$ cat src/rtl/gray_counter.sv
// Registered binary counter with an aligned Gray-code output.
// Features: synchronous load (priority over enable), enable hold,
// terminal-count flag and a sticky single-bit-change self-check.
// Optional macro GRAY_COUNTER_DOWN_EN adds a dir input for down counting.
module gray_counter #(
  parameter int WIDTH = 32
) (
  input  logic             clk,
  input  logic             rst,
  input  logic             en,
`ifdef GRAY_COUNTER_DOWN_EN
  input  logic             dir,
`endif
  input  logic             load,
  input  logic [WIDTH-1:0] bin_load,
  output logic [WIDTH-1:0] bin_out,
  output logic [WIDTH-1:0] gray_out,
  output logic             tc,
  output logic             err_step
);

  localparam logic [WIDTH-1:0] ONE      = WIDTH'(1);
  localparam logic [WIDTH-1:0] ALL_ONES = '1;

  logic             count_down;
  logic [WIDTH-1:0] bin_step;
  logic [WIDTH-1:0] gray_step;
  logic [WIDTH-1:0] gray_load;
  logic [WIDTH-1:0] gray_diff;
  logic             step_ok;

`ifdef GRAY_COUNTER_DOWN_EN
  assign count_down = dir;
`else
  assign count_down = 1'b0;
`endif

  // Next count value and its Gray code; the step check compares against the
  // current registered Gray value, so it must differ in exactly one bit.
  always_comb begin
    bin_step  = count_down ? (bin_out - ONE) : (bin_out + ONE);
    gray_step = bin_step ^ (bin_step >> 1);
    gray_load = bin_load ^ (bin_load >> 1);
    gray_diff = gray_step ^ gray_out;
    step_ok   = (gray_diff != '0) && ((gray_diff & (gray_diff - ONE)) == '0);
  end

  // Count, load and sticky error registers; both outputs update together.
  always_ff @(posedge clk) begin
    if (rst) begin
      bin_out  <= '0;
      gray_out <= '0;
      err_step <= 1'b0;
    end else if (load) begin
      bin_out  <= bin_load;
      gray_out <= gray_load;
    end else if (en) begin
      bin_out  <= bin_step;
      gray_out <= gray_step;
      if (!step_ok) begin
        err_step <= 1'b1;
      end
    end
  end

  // Terminal count decoded from the registered count, held low in reset.
  always_comb begin
    tc = 1'b0;
    if (!rst) begin
      tc = count_down ? (bin_out == '0) : (bin_out == ALL_ONES);
    end
  end

endmodule

$ cat config.mk
export PLATFORM = sky130hd
export DESIGN_NAME = gray_counter
export DESIGN_NICKNAME = d
export VERILOG_FILES = /design/src/rtl/gray_counter.sv
export SDC_FILE = /design/constraint.sdc
export NUM_CORES = 1
export LEC_CHECK = 0
export ABC_AREA = 1
export CAP_MARGIN = 20
export CORE_MARGIN = 2
export CORE_UTILIZATION = 59
export DETAILED_ROUTE_END_ITERATION = 8
export HOLD_SLACK_MARGIN = 0.02
export PLACE_DENSITY = 0.87
export SLEW_MARGIN = 10
export SYNTH_ARGS = -nofsm -noshare
export SYNTH_HDL_FRONTEND = slang
export SYNTH_SLANG_ARGS = --single-unit
$ cat constraint.sdc
create_clock -name clk -period 4.6 [get_ports clk]
set_input_delay 0.46 -clock clk [delete_from_list [all_inputs] [get_ports clk]]
set_output_delay 0.46 -clock clk [all_outputs]
set_load 0.01 [all_outputs]
==> summary.txt <==
Outcome
  • Status: completed

CTS
  • Total CTS buffers: 9
  • CTS hold repair buffers: 0
  • Bufs on Longest Clock Path: 2
  • Worst-Skew Late Latency: 0.37 ns
  • Htree depth: 3
  • Post-CTS Resized: 0
  • CTS root buf: clkbuf_8
  • CTS clk-pin slew, worst paths: 0.08 ns
  • Post-CTS Repair Setup Buffers: 0
  • CTS tree: yes
  • Num Clock Sinks: 64

Worst setup path
  • Slowest cell on the critical path: dfxtp_1
  • Worst reg2reg path depth: 20
  • CP most frequent cell: nand2_1
  • Kind of critical path: reg -> reg
  • Critical Path Start Type: flop
  • R2r startpoint: bin_out[0]$_SDFFE_PP0P_
  • Crit path cell chain: ha_1 -> nand2_4 -> nor2_8 -> nand3_2 -> nand2_1 -> nand2_1 -> nand2_1 -> nand3_1 -> nand2_1 -> nand2_1 -> nor2_1 -> nand2_1 -> nor2_2 -> nand2_1 -> nand2_1 -> nand2_1 -> nor2_1 -> nand3_1 -> o21ai_1 -> a21oi_1
  • Worst Path Max Fanout: 9
  • Top delay family on crit path: simple AND/OR/NAND/NOR gates
  • CP max stage delay: 0.49 ns
  • Crit end category: flop
  • CP Depth: 20
  • WP buf/inv: 0
  • Data required time of the worst path: 4.83 ns
  • End point of the critical path: err_step$_SDFFE_PP0P_
  • RR Endpoint: err_step$_SDFFE_PP0P_
  • Setup crit start: bin_out[0]$_SDFFE_PP0P_
  • Register-to-Register Setup Slack: 1.32 ns
  • Crit path DAT: 3.52 ns

Final layout
  • Fillcell total: 950
  • Final Util: 0.730
  • Fin nets: 1268
  • Post-route insts no fill: 1371
  • Layout area overhead: 19.9%
  • Commonest non-fill, non-tap cells in the layout: 484 x nand2_1, 152 x nand3_1, 107 x inv_1
  • Ant diodes: 0
  • Layout cells sized above 1: 0.0907
  • Commonest non-fill, non-tap cell in the layout: nand2_1

STA
  • Crit share post-route: 0.713
  • Rel. slew slack: 0.298
  • TNS Setup: 0 ns
  • Max Freq: 305 MHz
  • Max Slew Vio Count: 0
  • RSZ-0062 raised after global routing: no
  • Min Tclk post-route: 3.28 ns
  • Setup violators final: 0
  • Clk_skew: 0.0104 ns
  • Final Hold Violating Endpoints: 0
  • Worst slew pin tran: 1.05 ns

Synth
  • Distinct cells, synth: 33
  • Synthesized area: 6310 um^2
  • Mapped Cells: 1143
  • Register area share after synthesis: 0.203
  • Syn Nets: 1180
  • Post-synth top area share: 0.288
  • Syn_area_per_cell: 5.52 um^2
  • Synth warnings: 0
  • Leading post-synthesis cells by cell area: nand2_1 29%, dfxtp_1 20%, nand3_1 12%
  • #FFs+latches synth: 64
  • Post-synth top area cell: nand2_1

Routing
  • Pre-antenna DRT Iters: 6
  • Routed vias: 7955
  • Met2 Wirelength: 9020 um
  • WL per Instance: 15.5 um
  • 1st-iter DRT viols: 820
  • DR top layer: met4
  • WL final: 21300 um
  • DR DRC count: 0
  • Post-route ant nets: 0
  • Met3 wire length: 2340 um
  • Via-to-Cell Ratio: 5.80
  • Met1 wire length: 9400 um

Global route
  • Largest net degree at the start of global routing: 69
  • First-pass GRT wire length: 34100 um
  • GRT overflow: 0
  • GR Util All Layers: 0.376
  • Initial antenna violation count: 0
  • Vias in the first global route: 7046

Run
  • Max-cap violations: 0

Pwr
  • Pwr/cell area: 228 nW/um^2
  • Peak supply drop: 0.000249 V
  • LEAKAGE: 3.46 nW
  • Pwr Total: 1.72 mW

Placed design
  • Port Buffers: 101
  • Routability cong.: 0.995
  • Placed Cells: 1356
  • Post-DP HPWL: 16200 um

Floorplan
  • Die Y-Extent: 107 um
  • DIE WIDTH: 107 um
  • Starting Density: 0.609
  • Die area: 11500 um^2
  • Rows: 37
  • Num ports: 102
  • Core box area: 10400 um^2

Hold path
  • Hold crit path type: reg -> reg
per-stage QoR:
step / setup WS [ns] / hold WS, ns / area [um^2]
after global routing: 1.03 / 0.473 / 7570
after CTS: 1.38 / 0.449 / 7570
after floorplan: 1.88 / 0.474 / 6310
final: 1.32 / 0.456 / 7570
after detailed placement: 1.41 / 0.448 / 7420
after global placement: 1.44 / 0.461 / 7420
worst min-delay path by stage:
| stage | start | endpoint | depth (start not counted) |
|---|---|---|---|
| finish | err_step$_SDFFE_PP0P_ | err_step$_SDFFE_PP0P_ | 2 |
| global route | err_step$_SDFFE_PP0P_ | err_step$_SDFFE_PP0P_ | 2 |
| CTS | rst | gray_out[16]$_SDFFE_PP0P_ | 4 |
| detailed placement | err_step$_SDFFE_PP0P_ | err_step$_SDFFE_PP0P_ | 2 |
| global placement | err_step$_SDFFE_PP0P_ | err_step$_SDFFE_PP0P_ | 2 |
| floorplan | err_step$_SDFFE_PP0P_ | err_step$_SDFFE_PP0P_ | 2 |
per-layer routing:
layer / global-route usage / vias to the layer above
met3: 0.0732 / 44
li1: - / 3941
met2: 0.559 / 427
met4: 0.145 / 0
met1: 0.536 / 3543
met5: 0 / -
where the power goes:
group          switching (mW)  leakage (nW)  internal, mW  total, mW
Clock                   0.242        0.0789         0.190      0.432
Sequential             0.0632         0.529         0.595      0.658
Combinational           0.379          2.85         0.255      0.634
flip-flops by register name, indices dropped and copies added, names as in the netlist:
name	cells
err_step	1
gray_out	31
bin_out	32
final cells by class:
class,count,area (um^2),share of cell area
Multi-Input combinational cell,933,4480,0.592
Sequential cell,64,1280,0.169
Timing Repair Buffer,106,1040,0.138
Inverter,117,439,0.0580
Tap cell,136,170,0.0225
Clock buffer,11,131,0.0174
Clock inverter,4,22.5,0.00298
logic make-up after synthesis:
logic type               synth area share
adder cells (fa/ha/maj)           0.00198
AO/OA/AOI/OAI                       0.134
flip-flops                          0.203
AND/OR/NAND/NOR                     0.565
XOR/XNOR                          0.00694
buffers and inverters              0.0886
Yosys cell counts:
library cell	number
a211oi_1	1
a21oi_1	12
a221oi_1	22
a22oi_1	1
a31oi_1	31
and2_1	3
buf_1	6
buf_4	3
clkbuf_1	20
clkinv_1	3
dfxtp_1	64
ha_1	1
inv_1	107
inv_2	7
nand2_1	484
nand2_2	32
nand2_4	5
nand3_1	152
nand3_2	4
nand3b_1	2
nand4_1	13
nor2_1	92
nor2_2	14
nor2_4	3
nor2_8	5
nor3_1	3
o21ai_0	21
o21ai_1	1
o221a_2	22
o22ai_1	3
o31a_1	1
xnor2_1	3
xor2_1	2
tightest hold or removal path, stage by stage, from the launching register on:
cell and delay, ns:
dfxtp_1 0.32, inv_1 0.05, a21oi_1 0.05
Power figures use the tool's default switching activity.
